### config.mk
export PLATFORM = sky130hd
export DESIGN_NAME = mem_initiator
export DESIGN_NICKNAME = d
export VERILOG_FILES = /design/src/rtl/mem_init_pkg.sv /design/src/rtl/mem_init_align.sv /design/src/rtl/mem_initiator.sv
export SDC_FILE = /design/constraint.sdc
export NUM_CORES = 1
export LEC_CHECK = 0
export ABC_AREA = 0
export CORE_ASPECT_RATIO = 1.1
export CORE_MARGIN = 2
export CORE_UTILIZATION = 57
export CTS_BUF_LIST = sky130_fd_sc_hd__clkbuf_4 sky130_fd_sc_hd__clkbuf_8
export CTS_CLUSTER_SIZE = 16
export DETAILED_ROUTE_END_ITERATION = 8
export PLACE_DENSITY = 0.95
export SLEW_MARGIN = 5
export SYNTH_ARGS = -nofsm -noshare
export SYNTH_HDL_FRONTEND = slang
export SYNTH_HIERARCHICAL = 1
export SYNTH_SLANG_ARGS = --single-unit
export TNS_END_PERCENT = 100
### constraint.sdc
create_clock -name clk -period 9.49 [get_ports clk]
set_input_delay 1.4235 -clock clk [delete_from_list [all_inputs] [get_ports clk]]
set_output_delay 1.4235 -clock clk [all_outputs]
set_load 0.02 [all_outputs]
### src/rtl/mem_init_pkg.sv
// mem_initiator shared types: FSM states, access sizes, byte-enable and
// load-extension helpers, default rvalid timeout.
package mem_init_pkg;

   localparam int unsigned DEFAULT_RVALID_TIMEOUT = 255;

   typedef enum logic [2:0] {
      IDLE,
      REQ1,
      WAIT1,
      REQ2,
      WAIT2,
      RESP
   } state_e;

   typedef enum logic [1:0] {
      SIZE_B = 2'd0,
      SIZE_H = 2'd1,
      SIZE_W = 2'd2,
      SIZE_X = 2'd3
   } size_e;

   // Unshifted byte-enable pattern; the illegal size yields no lanes.
   function automatic logic [3:0] be_mask(input logic [1:0] size);
      case (size)
         SIZE_B:  return 4'b0001;
         SIZE_H:  return 4'b0011;
         SIZE_W:  return 4'b1111;
         default: return 4'b0000;
      endcase
   endfunction

   function automatic logic [31:0] extend(
      input logic [31:0] d,
      input logic [1:0]  size,
      input logic        sgn
   );
      case (size)
         SIZE_B:  return {{24{sgn & d[7]}}, d[7:0]};
         SIZE_H:  return {{16{sgn & d[15]}}, d[15:0]};
         default: return d;
      endcase
   endfunction

endpackage

### src/rtl/mem_init_align.sv
// Lane alignment for mem_initiator: byte enables and write data across a
// two-word window, plus read-data merge and sign/zero extension.
// Ports: off/size/sgn/wdata describe the access, lo/hi are the captured
// bus words; be8, wd64 and rdata are purely combinational results.
module mem_init_align (
   input  logic [1:0]  off,
   input  logic [1:0]  size,
   input  logic        sgn,
   input  logic [31:0] wdata,
   input  logic [31:0] lo,
   input  logic [31:0] hi,
   output logic [7:0]  be8,
   output logic [63:0] wd64,
   output logic [31:0] rdata
);
   import mem_init_pkg::*;

   logic [4:0] sh;

   assign sh    = {off, 3'b000};
   assign be8   = {4'b0000, be_mask(size)} << off;
   assign wd64  = {32'h0, wdata} << sh;
   assign rdata = extend(32'({hi, lo} >> sh), size, sgn);

endmodule

### src/rtl/mem_initiator.sv
// Bus master issuing single load/store commands on a req/gnt/rvalid port,
// splitting misaligned accesses when MEM_INIT_SPLIT_EN is defined.
// Ports: cmd_* command in (valid/ready), rsp_* one-shot completion out,
// data_* memory bus. Without MEM_INIT_SPLIT_EN misaligned -> error.
module mem_initiator
   import mem_init_pkg::*;
#(
   parameter int unsigned RVALID_TIMEOUT = DEFAULT_RVALID_TIMEOUT
) (
   input  logic        clk,
   input  logic        rst_i,
   input  logic        cmd_valid_i,
   output logic        cmd_ready_o,
   input  logic [31:0] cmd_addr_i,
   input  logic        cmd_we_i,
   input  logic [1:0]  cmd_size_i,
   input  logic        cmd_signed_i,
   input  logic [31:0] cmd_wdata_i,
   output logic        rsp_valid_o,
   output logic [31:0] rsp_rdata_o,
   output logic        rsp_err_o,
   output logic        data_req_o,
   output logic        data_we_o,
   output logic [31:0] data_addr_o,
   output logic [3:0]  data_be_o,
   output logic [31:0] data_wdata_o,
   input  logic        data_gnt_i,
   input  logic        data_rvalid_i,
   input  logic [31:0] data_rdata_i
);

   state_e      state;
   logic [31:0] addr_q;
   logic [31:0] wdata_q;
   logic [31:0] lo_q;
   logic [31:0] hi_q;
   logic [31:0] cnt;
   logic [1:0]  size_q;
   logic        we_q;
   logic        sgn_q;
   logic        err_q;

   logic [7:0]  be8;
   logic [63:0] wd64;
   logic [31:0] ext;
   logic        mis;
   logic        go1;
   logic        tmo;
   logic        in_req2;
   logic [29:0] wa;

   mem_init_align u_align (
      .off   (addr_q[1:0]),
      .size  (size_q),
      .sgn   (sgn_q),
      .wdata (wdata_q),
      .lo    (lo_q),
      .hi    (hi_q),
      .be8   (be8),
      .wd64  (wd64),
      .rdata (ext)
   );

   assign mis = |be8[7:4];

   // REQ1 only reaches the bus if the access fits, or can be split.
`ifdef MEM_INIT_SPLIT_EN
   assign go1 = 1'b1;
`else
   assign go1 = ~mis;
`endif

   assign tmo = (RVALID_TIMEOUT != 0) &&
                (cnt == RVALID_TIMEOUT - 1);

   assign in_req2 = (state == REQ2);
   assign wa      = addr_q[31:2] + {29'd0, in_req2};

   assign data_req_o   = ((state == REQ1) && go1) || in_req2;
   assign data_we_o    = data_req_o & we_q;
   assign data_addr_o  = data_req_o ? {wa, 2'b00} : 32'h0;
   assign data_be_o    = in_req2    ? be8[7:4] :
                         data_req_o ? be8[3:0] : 4'h0;
   assign data_wdata_o = in_req2    ? wd64[63:32] :
                         data_req_o ? wd64[31:0] : 32'h0;

   assign cmd_ready_o = (state == IDLE) && !rst_i;
   assign rsp_valid_o = (state == RESP);
   assign rsp_err_o   = (state == RESP) && err_q;
   assign rsp_rdata_o = ((state == RESP) && !err_q && !we_q) ?
                        ext : 32'h0;

   always_ff @(posedge clk or posedge rst_i) begin
      if (rst_i) begin
         state   <= IDLE;
         addr_q  <= '0;
         wdata_q <= '0;
         lo_q    <= '0;
         hi_q    <= '0;
         cnt     <= '0;
         size_q  <= '0;
         we_q    <= 1'b0;
         sgn_q   <= 1'b0;
         err_q   <= 1'b0;
      end else begin
         unique case (state)
            IDLE: if (cmd_valid_i) begin
               addr_q  <= cmd_addr_i;
               wdata_q <= cmd_wdata_i;
               size_q  <= cmd_size_i;
               we_q    <= cmd_we_i;
               sgn_q   <= cmd_signed_i;
               lo_q    <= '0;
               hi_q    <= '0;
               err_q   <= (cmd_size_i == SIZE_X);
               state   <= (cmd_size_i == SIZE_X) ? RESP : REQ1;
            end
            REQ1: if (!go1) begin
               err_q <= 1'b1;
               state <= RESP;
            end else if (data_gnt_i) begin
               cnt   <= '0;
               state <= WAIT1;
            end
            WAIT1: if (data_rvalid_i) begin
               lo_q  <= data_rdata_i;
`ifdef MEM_INIT_SPLIT_EN
               state <= mis ? REQ2 : RESP;
`else
               state <= RESP;
`endif
            end else if (tmo) begin
               err_q <= 1'b1;
               state <= RESP;
            end else begin
               cnt <= cnt + 32'd1;
            end
`ifdef MEM_INIT_SPLIT_EN
            REQ2: if (data_gnt_i) begin
               cnt   <= '0;
               state <= WAIT2;
            end
            WAIT2: if (data_rvalid_i) begin
               hi_q  <= data_rdata_i;
               state <= RESP;
            end else if (tmo) begin
               err_q <= 1'b1;
               state <= RESP;
            end else begin
               cnt <= cnt + 32'd1;
            end
`endif
            RESP: state <= IDLE;
            default: state <= IDLE;
         endcase
      end
   end

endmodule

Word level (Yosys, flattened, before mapping)

Index checks and enable logic that the tools add are counted.

Flip-flop bits (word level): 136
Memories: 0
RAM bits: 0
Output and inout port bits: 105
Bits in read-only memories: 0
Word-level logic and storage cells: 84
Bits in latches: 0
Bits of input ports: 105

Order comparisons: 0
Mux-type cells: 28
Reduce and logical (&&, ||, !) cells: 20
Multiply operators: 0
Shifts and indexed selects: 3
Div/mod/pow operators: 0
Equality and inequality tests: 18
Add/subtract/negate cells: 2
Bitwise gates (word level): 4

Operators with widths:

| cell                    | count |
|---|---|
| $mux W32                | 10 |
| $pmux W32 S2            | 3 |
| $shl A32 B5 Y64         | 1 |
| $add A32 B1 Y32 const B | 1 |
| $eq A32 B8 Y1 const B   | 1 |
| $shr A32 B5 Y32         | 1 |
| $add A30 B1 Y30         | 1 |
| $mux W3                 | 6 |
| $ne A2 B2 Y1 const B    | 8 |
| $pmux W4 S3             | 1 |
| $reduce_and A5 Y1       | 2 |
| $pmux W3 S3             | 1 |
| $mux W4                 | 2 |
| $shl A4 B2 Y8           | 1 |
| $eq A3 B2 Y1 const B    | 2 |
| $ne A3 B3 Y1 const B    | 2 |
| $reduce_and A3 Y1       | 2 |
| $logic_and A1 B1 Y1     | 5 |
| $eq A2 B2 Y1 const B    | 2 |
| $mux W1                 | 4 |
| $reduce_bool A2 Y1      | 2 |
| $reduce_or A4 Y1        | 1 |
| $and A1 B1 Y1           | 3 |
| $eq A3 B1 Y1 const B    | 1 |
| 10 further kinds        | 12 |

Depth between registers and ports, before layout

Gate-level depths: netlist of the first run.

Depth in word-level cells: 9
Mapped depth: 12
Depth with buffers taken out: 9

Modules after synthesis

Netlist of the first run, hierarchy kept.

By module, submodules not included:

| module         | times used | sequential area each (sq um) | area each (sq um) | cells an instance |
|---|---|---|---|---|
| mem_initiator  | 1          | 3403.3                       | 7487.2            | 754 |
| mem_init_align | 1          | 0.0                          | 2069.5            | 242 |

Least setup slack after synthesis of the first run

Ideal clock, no wire load.

Kind: register to output
From: register state[2]
To: output port data_addr_o[22]
Arrival time: 2588 ps
Cell stages (with the launch flop): 10
Setup slack: 5479 ps
Data required time: 8067 ps
Path buffers: 2
Cell sequence: dfrtp_1 -> buf_2 -> and3b_1 -> clkbuf_1 -> ha_1 -> nand3_1 -> nor3_2 -> nand3_1 -> or4_1 -> nand2_1

Word-level cells in the longest chain between the ends: 4
Elaborated cells on any way between the ends: 6
Classes of those cells: add/sub (1); eq/ne (2); mux (1); reduce/logical (2)

Ends and longest elaborated chain:

| item                                                                    | RTL line             | RTL |
|---|---|---|
| from (decl)                                                             | mem_initiator.sv:32  | `state_e state;` |
| from (signal assigned)                                                  | mem_initiator.sv:116 | `state <= (cmd_size_i == SIZE_X) ? RESP : REQ1;` |
| parallel branches: the longest is 3 deep, another holds $add A30 B1 Y30 | -                    |  |
| $mux W32 *                                                              | mem_initiator.sv:81  | `assign data_addr_o = data_req_o ? {wa, 2'b00} : 32'h0;` |
| to (decl)                                                               | mem_initiator.sv:24  | `output logic [31:0] data_addr_o,` |

Mark *: on every way between the ends.

Worst setup path after layout of the first run

From: register addr_q[0]
To: output port data_addr_o[22]

Word-level cells in the longest chain between the ends: 6

Ends and longest elaborated chain:

| item                   | RTL line             | RTL |
|---|---|---|
| from (decl)            | mem_initiator.sv:33  | `logic [31:0] addr_q;` |
| from (signal assigned) | mem_initiator.sv:108 | `addr_q <= cmd_addr_i;` |
| $shl A4 B2 Y8          | mem_init_align.sv:21 | `assign be8 = {4'b0000, be_mask(size)} << off;` |
| named net be8[4]       | mem_initiator.sv:43  | `logic [7:0] be8;` |
| $reduce_or A4 Y1       | mem_initiator.sv:64  | `assign mis = \|be8[7:4];` |
| $not A1 Y1             | mem_initiator.sv:70  | `assign go1 = ~mis;` |
| $logic_and A1 B1 Y1    | mem_initiator.sv:79  | `assign data_req_o = ((state == REQ1) && go1) \|\| in_req2;` |
| $logic_or A1 B1 Y1     | mem_initiator.sv:79  |  |
| $mux W32               | mem_initiator.sv:81  |  |

The timed path passes the listed nets, and every way through them passes these cells.

==> impl_metrics.json, run 1 <==
{
  "synth_most_common_cell": "dfrtp_1",
  "irDropWorstVdd_v": 0.000212,
  "cts-htree-levels": 4,
  "max_cap_violations": 0,
  "num_io_pins": 210,
  "r2r_end": "cnt[27]",
  "yosysTopAreaCell": "dfrtp_1",
  "hold_violations": 0,
  "crit_arrival_ns": 4.93,
  "setup_violations": 0,
  "ys_seq_elements": 136,
  "synthMuxAreaShare_pct": 19.7,
  "area_growth_pct": 26.4,
  "hold_path_depth": 2,
  "drive_gt1_share_pct": 14.3,
  "use_met1_pct": 36.7,
  "grt_use_total_pct": 29.8,
  "ant_nets": 0,
  "p_leak_nw": 5.04,
  "fin_util_pct": 73.8,
  "start_util_pct": 58.4,
  "startpoint_type": "register",
  "drt-total-wl_um": 26500,
  "route.detailed.drc": 0,
  "critPathRequiredTime_ns": 8.07,
  "syn_area_per_cell_sq_um": 9.60,
  "grt_pass1_vias": 8568,
  "cts_setup_buffers": 0,
  "grt.busiest_layer": "met2",
  "period_share_pct": 67.0,
  "synth_cell_types": 74,
  "slew_violations": 0,
  "yosysSeqAreaShare_pct": 35.6,
  "finalSetupTns_ns": 0,
  "cp-end-kind": "output port",
  "dp_hpwl_um": 18400,
  "finish.net_count": 1312,
  "clk_latency_ns": 0.47,
  "die_area_sq_um": 17800,
  "root_buffer": "clkbuf_8",
  "grt_max_degree": 84,
  "cts_max_path_buffers": 2,
  "hp-start": "lo_q[3]",
  "syn_area_sq_um": 9560,
  "timing.rr.start": "addr_q[0]",
  "cts_resized": 0,
  "clk_pin_slew_ns": 0.08,
  "dpl.cell_count": 1384,
  "fin_cells": 1417,
  "yosys.area_share.xor_xnor_pct": 2.57,
  "syn_inst": 996,
  "netlist.area_leader.share_pct": 35.6,
  "rsz0062_at_grt": "no",
  "r2r_setup_slack_ns": 5.60,
  "synth_fa_ha_area_share_pct": 1.05,
  "synth.area.top_cells": "dfrtp_1 36%, mux2_2 8.1%, mux4_2 5.9%, nand2_1 4.9%, mux2i_1 4.1%",
  "ys_async_sr_fraction_pct": 100,
  "fmax_ghz": 0.157,
  "status": "complete, no violations",
  "path_class": "reg -> out",
  "powerDensity_nw_per_um2": 248,
  "hold_class": "reg -> reg",
  "slew_headroom_pct": 23.9,
  "synth-edff-count": 0,
  "synth_top_family_by_area": "simple AND/OR/NAND/NOR gates",
  "overflow": 0,
  "grt_pass1_wl_um": 42700,
  "antenna_found_initial": 1,
  "reg2regPathDepth": 7,
  "synth_compound_area_share_pct": 13.2,
  "drtIter0Drc": 791,
  "skew_ns": 0.0141,
  "rows": 49,
  "tightest_slew_ns": 1.14,
  "seq_area_sq_um": 3410,
  "die_y_um": 140,
  "worstPathMaxFanout": 74,
  "ys.flop_type": "dfrtp_1",
  "yosys.area_share.simple_pct": 21.6,
  "num-fill-cells": 1076,
  "dr_total_vias": 8668,
  "detail_route.vias_per_cell": 6.12,
  "grtUsageMet2_pct": 49.2,
  "die_w_um": 127,
  "cts_tree": "yes",
  "hold_buffers": 0,
  "finalCriticalPeriod_ns": 6.35,
  "wire_per_inst_um": 18.7,
  "numPortBuffers": 207,
  "multi_input_area_sq_um": 5790,
  "min_to": "lo_q[3]",
  "yosys-top-cells-count": "136 x dfrtp_1, 126 x nand2_1, 69 x mux2_2",
  "met3_usage_pct": 6.27,
  "dr.pass1.iters": 7,
  "clock_sinks": 136,
  "core_region_area_sq_um": 16400,
  "cts_made_buffers": 17,
  "gp_congestion": 0.853,
  "yosys_warnings": 6
}
[sequential cells by signal, summed over array words and instances (netlist names)]
name / cells
addr_q: 32
cnt: 32
lo_q: 32
wdata_q: 32
state: 3
size_q: 2
err_q: 1
sgn_q: 1
we_q: 1
[per-stage QoR]
stage / worst slack, ns / total power [mW] / area, sq um / hold WS, ns
after detailed placement: 3.68 / 2.47 / 11700 / 0.476
after CTS: 3.15 / 2.97 / 12100 / 0.494
final: 3.14 / 2.99 / 12100 / 0.494
after floorplan: 4.43 / 2.09 / 9770 / 0.445
after global routing: 2.85 / 3.17 / 12100 / 0.519
after global placement: 3.80 / 2.40 / 11700 / 0.466
[metal layers]
metal  vias up  wire [um]
li1       3952          -
met1      4210      10400
met2       408      13000
met3        98       1840
met4         0       1220
met5         -          0
[area by class of cell]
cell class	instances	area share, %
repair buffers	217	17.8
diodes	1	0.0207
multi-input cells	808	47.9
clock buffers	17	1.94
clock inverters	15	1.37
inverters	19	0.632
well taps	204	2.11
flip-flops and latches	136	28.2
[worst max-delay path by stage]
stage | startpoint | end | slack [ns] | depth (start not counted)
3_5_place_dp | addr_q[0] | data_addr_o[22] | 3.68 | 9
2_1_floorplan | rst_i | addr_q[0] | 4.43 | 1
6_report | addr_q[0] | data_addr_o[22] | 3.14 | 9
3_3_place_gp | addr_q[0] | data_addr_o[22] | 3.80 | 9
4_1_cts | addr_q[0] | data_addr_o[22] | 3.15 | 9
5_1_grt | addr_q[0] | data_addr_o[22] | 2.85 | 9
[critical path, stage by stage, from the launching register on]
cell and delay [ns]:
dfrtp_4 1.15, mux2_2 0.43, a22o_1 0.26, nor4_2 0.41, and2_1 0.19, buf_4 0.38
nor2_2 0.32, or4_1 0.58, nand2_1 0.09, clkdlybuf4s50_1 0.61
[where the power goes]
group	switching (mW)	internal (mW)
Clock	0.256	0.238
Combinational	0.738	0.713
Sequential	0.283	0.761
[logic make-up (layout without fill, tap and decap cells)]
kind of cell	Yosys count	after routing
xor gates and xnor gates	28	28
muxes	141	141
other	2	59
DFF	136	136
and+or+nand+nor	399	399
AOI/OAI and AO/OA	174	174
buffers and inverters	108	268
adders and majority gates	8	8
[placed cells by master, fill, tap and decap left out, types with 5 or more instances in the layout]
| cell | netlist | layout |
|---|---|---|
| buf_4 | 18 | 10 |
| nor4_2 | 5 | 5 |
| nor3_1 | 6 | 6 |
| o21ai_1 | 26 | 26 |
| nand4_1 | 22 | 22 |
| clkbuf_8 | 0 | 17 |
| nor2b_1 | 8 | 8 |
| a21o_1 | 5 | 5 |
| and2_1 | 51 | 51 |
| and4_1 | 11 | 11 |
| xor2_1 | 23 | 23 |
| mux4_2 | 25 | 25 |
| o21ai_0 | 38 | 38 |
| nand3_1 | 50 | 50 |
| a21oi_1 | 11 | 11 |
| inv_6 | 0 | 6 |
| dfrtp_1 | 136 | 134 |
| mux2_2 | 69 | 69 |
| a31oi_1 | 13 | 13 |
| nor4_1 | 9 | 9 |
| nor2_1 | 68 | 67 |
| conb_1 | 2 | 58 |
| ha_1 | 8 | 8 |
| mux2i_1 | 39 | 39 |
| a22o_1 | 39 | 39 |
| a31oi_2 | 5 | 5 |
| nand2_1 | 126 | 126 |
| clkdlybuf4s50_1 | 0 | 207 |
| inv_1 | 17 | 16 |
| and3_1 | 19 | 19 |
| xnor2_1 | 5 | 5 |
Note: power is estimated with default switching activity, not from simulation.
==> run 2: changes to the inputs <==
--- a/config.mk
+++ b/config.mk
@@ -8,11 +8,11 @@
 export ABC_AREA = 0
 export CORE_ASPECT_RATIO = 1.1
 export CORE_MARGIN = 2
-export CORE_UTILIZATION = 57
+export CORE_UTILIZATION = 53
 export CTS_BUF_LIST = sky130_fd_sc_hd__clkbuf_4 sky130_fd_sc_hd__clkbuf_8
 export CTS_CLUSTER_SIZE = 16
 export DETAILED_ROUTE_END_ITERATION = 8
-export PLACE_DENSITY = 0.95
+export PLACE_DENSITY = 0.89
 export SLEW_MARGIN = 5
 export SYNTH_ARGS = -nofsm -noshare
 export SYNTH_HDL_FRONTEND = slang
==> constraint.sdc (replaced) <==
create_clock -name clk -period 6.4 [get_ports clk]
set_input_delay 0.96 -clock clk [delete_from_list [all_inputs] [get_ports clk]]
set_output_delay 0.96 -clock clk [all_outputs]
set_load 0.02 [all_outputs]
==> impl_metrics.json, run 2 (synthesis gave the netlist of run 1 again) <==
{
  "antenna_cells": 0,
  "grt_max_degree": 85,
  "area_growth_pct": 27.5,
  "ant_nets": 0,
  "critPathRequiredTime_ns": 5.44,
  "max_stage_delay_ns": 0.63,
  "max_cap_violations": 0,
  "rows": 51,
  "cp-end-kind": "output port",
  "start_util_pct": 54.1,
  "finish.net_count": 1313,
  "cts_setup_buffers": 0,
  "status": "complete, no violations",
  "grt_pass1_wl_um": 40500,
  "detail_route.vias_per_cell": 5.83,
  "hold_violations": 0,
  "dp_hpwl_um": 18000,
  "numPortBuffers": 207,
  "startpoint_type": "register",
  "tightest_slew_ns": 1.22,
  "cts-htree-levels": 4,
  "overflow": 0,
  "powerDensity_nw_per_um2": 368,
  "skew_ns": 0.0101,
  "slew_violations": 0,
  "finalSetupTns_ns": 0,
  "dpl_cell_area_sq_um": 11700,
  "crit_arrival_ns": 4.41,
  "cp_cell_sequence": "inv_1, ha_1, mux2_2, a22o_1, nor4_2, and2_1, buf_4, nor2_2, or4_1, nand2_1, clkdlybuf4s50_1",
  "path_class": "reg -> out",
  "worstPathMaxFanout": 38,
  "p_leak_nw": 5.08,
  "grt_pass1_vias": 8108,
  "rsz0062_at_grt": "no",
  "clock_sinks": 136,
  "clk_pin_slew_ns": 0.08,
  "grtUsageMet2_pct": 44.5,
  "dp_slack_ns": 1.54,
  "setup_violations": 0,
  "fmax_ghz": 0.186,
  "die_w_um": 132,
  "hold_buffers": 0,
  "setup_ws_ns": 1.03,
  "slew_headroom_pct": 18.7,
  "clk_latency_ns": 0.46,
  "gp_congestion": 0.859,
  "core_region_area_sq_um": 17700,
  "route.detailed.drc": 0,
  "drt-total-wl_um": 25600,
  "met3_usage_pct": 5.75,
  "grt.busiest_layer": "met2",
  "period_share_pct": 83.8,
  "drtIter0Drc": 759,
  "cts_made_buffers": 17,
  "slowest_stage": "clkdlybuf4s50_1",
  "die_y_um": 145,
  "dr_total_vias": 8453,
  "final_cell_mix": "207 x clkdlybuf4s50_1, 134 x dfrtp_1, 126 x nand2_1, 69 x mux2_2, 67 x nor2_1",
  "finalCriticalPeriod_ns": 5.37,
  "use_met1_pct": 33.2,
  "cts_max_path_buffers": 2,
  "die_area_sq_um": 19100,
  "antenna_found_initial": 0,
  "drive_gt1_share_pct": 14.4,
  "layout_commonest_cell": "clkdlybuf4s50_1",
  "cts_resized": 0,
  "grt_use_total_pct": 26.4,
  "root_buffer": "clkbuf_8",
  "num_io_pins": 210,
  "hold_class": "reg -> reg",
  "cts_tree": "yes",
  "dr.pass1.iters": 5,
  "design_area_sq_um": 12200,
  "irDropWorstVdd_v": 0.000213,
  "wire_per_inst_um": 17.6
}
==> run 2: through the flow <==
step | util, % | hold WS [ns] | total power, mW | instances
finish | 68.9 | 0.513 | 4.48 | 1451
global route | 68.9 | 0.546 | 4.74 | 1451
CTS | 68.9 | 0.512 | 4.47 | 1451
detailed placement | 66.4 | 0.490 | 3.64 | 1419
global placement | 66.4 | 0.475 | 3.57 | 1419
floorplan | - | 0.445 | 3.10 | 1052
==> run 2: worst paths after layout <==
check / from / end / slack [ns] / cells past startpoint
max: size_q[0] / data_addr_o[22] / 1.03 / 11
min: lo_q[0] / lo_q[0] / 0.51 / 2
max reg2reg: size_q[0] / cnt[12] / 3.11 / 9
min reg2reg: lo_q[0] / lo_q[0] / 0.51 / 2
max in group asynchronous: rst_i / wdata_q[2] / 4.14 / 3
min in group asynchronous: rst_i / addr_q[17] / 1.07 / 2
==> run 2: area by class of cell <==
type                       count  area [sq um]
tap                          238           298
sequential                   136          3410
timing repair buffer         218          2150
clock buffer                  19           262
inverter                      19          76.3
clock inverter                13           190
multi-input combinational    808          5790
fill                        1299          5490
==> run 2: layer usage <==
layer | share of wire (%) | wire, um
met5 | 0 | 0
met4 | 3.0 | 767
met1 | 41 | 10500
met3 | 5.7 | 1460
met2 | 50 | 12800
==> run 2: power by group <==
group | leakage, nW | total (mW) | switching, mW | internal (mW)
logic | 3.11 | 2.18 | 1.13 | 1.06
clock network | 0.227 | 0.808 | 0.358 | 0.450
registers | 1.74 | 1.49 | 0.356 | 1.13
total | 5.08 | 4.48 | 1.84 | 2.64
==> run 2: worst max-delay path, delay by kind of cell (launching register included) <==
| kind | cells | cell delay (ns) |
|---|---|---|
| simple gates | 5 | 1.60 |
| buf+inv | 3 | 1.07 |
| flops | 1 | 0.40 |
| fa+ha+maj | 1 | 0.31 |
| mux | 1 | 0.30 |
| compound gates | 1 | 0.27 |
==> run 3: changes to the inputs <==
==> constraint.sdc (replaced) <==
create_clock -name clk -period 5.4 [get_ports clk]
set_input_delay 0.81 -clock clk [delete_from_list [all_inputs] [get_ports clk]]
set_output_delay 0.81 -clock clk [all_outputs]
set_load 0.02 [all_outputs]
==> impl_metrics.json, run 3 (synthesis gave the netlist of run 1 again) <==
{
  "status": "complete, no violations",
  "overflow": 0,
  "clk_pin_slew_ns": 0.08,
  "route.met3.wl_um": 1440,
  "crit_arrival_ns": 4.24,
  "design_area_sq_um": 12100,
  "slew_headroom_pct": 35.6,
  "num_io_pins": 210,
  "cp-end-kind": "output port",
  "cp_top_family": "simple AND/OR/NAND/NOR gates",
  "finalCriticalPeriod_ns": 5.05,
  "die_w_um": 132,
  "highest_layer": "met4",
  "layout_commonest_cell": "clkdlybuf4s50_1",
  "met2_wirelength_um": 12700,
  "slowest_stage": "dfrtp_4",
  "grt_use_total_pct": 26.0,
  "antenna_found_initial": 1,
  "drive_gt1_share_pct": 14.4,
  "area_growth_pct": 26.5,
  "wl_met1_um": 10400,
  "ant_nets": 0,
  "skew_ns": 0.00904,
  "worstPathMaxFanout": 43,
  "slew_violations": 0,
  "cp_cell_sequence": "mux2_2, a22o_1, nor4_2, and2_1, nor2_2, buf_4, or4_1, nand2_1, clkdlybuf4s50_1",
  "fin_cells": 1452,
  "die_area_sq_um": 19100,
  "drt-total-wl_um": 25300,
  "powerDensity_nw_per_um2": 422,
  "cts-htree-levels": 4,
  "grt_pass1_vias": 8068,
  "crit_buf_inv": 2,
  "setup_violations": 0,
  "irDropWorstVdd_v": 0.000297,
  "fmax_ghz": 0.198,
  "cts_setup_buffers": 0,
  "dp_hpwl_um": 18000,
  "cts_tree": "yes",
  "detail_route.vias_per_cell": 5.85,
  "clk_latency_ns": 0.45,
  "drtIter0Drc": 697,
  "wire_per_inst_um": 17.4,
  "path_class": "reg -> out",
  "hold_violations": 0,
  "finish.net_count": 1313,
  "cts_max_path_buffers": 2,
  "finalSetupTns_ns": 0,
  "p_leak_nw": 5.02,
  "dr_total_vias": 8491,
  "route.detailed.drc": 0,
  "grt_max_degree": 101,
  "dpl.cell_count": 1419,
  "hold_class": "reg -> reg",
  "max_stage_delay_ns": 0.81,
  "start_util_pct": 54.1,
  "startpoint_type": "register",
  "rsz0062_at_grt": "no",
  "dr.pass1.iters": 5,
  "cts_made_buffers": 17,
  "gp_congestion": 0.826,
  "period_share_pct": 93.5,
  "grt_pass1_wl_um": 39900,
  "numPortBuffers": 207,
  "rows": 51,
  "critPathRequiredTime_ns": 4.59,
  "final_cell_mix": "207 x clkdlybuf4s50_1, 134 x dfrtp_1, 126 x nand2_1, 69 x mux2_2, 67 x nor2_1",
  "dpl_cell_area_sq_um": 11700,
  "tightest_slew_ns": 0.963,
  "root_buffer": "clkbuf_8",
  "max_cap_violations": 0,
  "core_region_area_sq_um": 17700,
  "clock_sinks": 136,
  "cts_resized": 0,
  "die_y_um": 145,
  "hold_buffers": 0
}
## run 3: cell types whose count changed in the layout (fill, tap and decap cells not counted), sizes merged
cell      delta
bufinv       -4
clkinvlp     +4
clkinv       +1
diode        +1
inv          -1
## run 3: worst reg2reg max path, delay by kind of cell (launching register included)
| kind | cells | cell delay [ns] |
|---|---|---|
| buffers and inverters | 1 | 0.27 |
| flip-flops | 1 | 0.81 |
| AND/OR/NAND/NOR | 3 | 1.38 |
| AO/OA/AOI/OAI | 2 | 0.41 |
| multiplexers | 1 | 0.45 |
## run 3: final timing paths
path / to / depth (start not counted) / slack [ns] / start
setup / recovery: data_addr_o[22] / 9 / 0.35 / addr_q[0]
hold / removal: lo_q[7] / 2 / 0.51 / lo_q[7]
setup reg to reg: cnt[10] / 7 / 1.96 / addr_q[0]
hold reg to reg: lo_q[7] / 2 / 0.51 / lo_q[7]
max in group asynchronous: cnt[25] / 3 / 3.37 / rst_i
min in group asynchronous: cnt[17] / 2 / 0.96 / rst_i
## run 3: cell type report
type                       instances  area [sq um]
clock inverter                    13          96.3
timing repair buffer             218          2150
sequential                       136          3410
tap                              238           298
fill                            1348          5590
inverter                          19          76.3
multi-input combinational        808          5790
clock buffer                      19           255
antenna                            1          2.50
## run 3: per-stage QoR
stage                     power [mW]  setup WS, ns  hold WS, ns  utilization, %
after floorplan                 3.67         0.951        0.445               -
after global placement          4.22          1.02        0.473            66.4
after detailed placement        4.33         0.914        0.491            66.4
after CTS                       5.10         0.368        0.509            68.4
after global routing            5.41         0.179        0.526            68.4
final                           5.10         0.350        0.506            68.4
## run 3: where the power goes
group	switching (mW)	internal (mW)	leakage [nW]	total [mW]
clock	0.424	0.336	0.168	0.760
sequential	0.454	1.34	1.74	1.79
combinational	1.30	1.25	3.11	2.55
total	2.18	2.93	5.02	5.10
## run 3: metal layers
metal	up-vias	GRT usage [%]
li1	3965	-
met1	4150	32.2
met2	322	44.4
met3	54	5.15
met4	0	11.6
met5	-	0
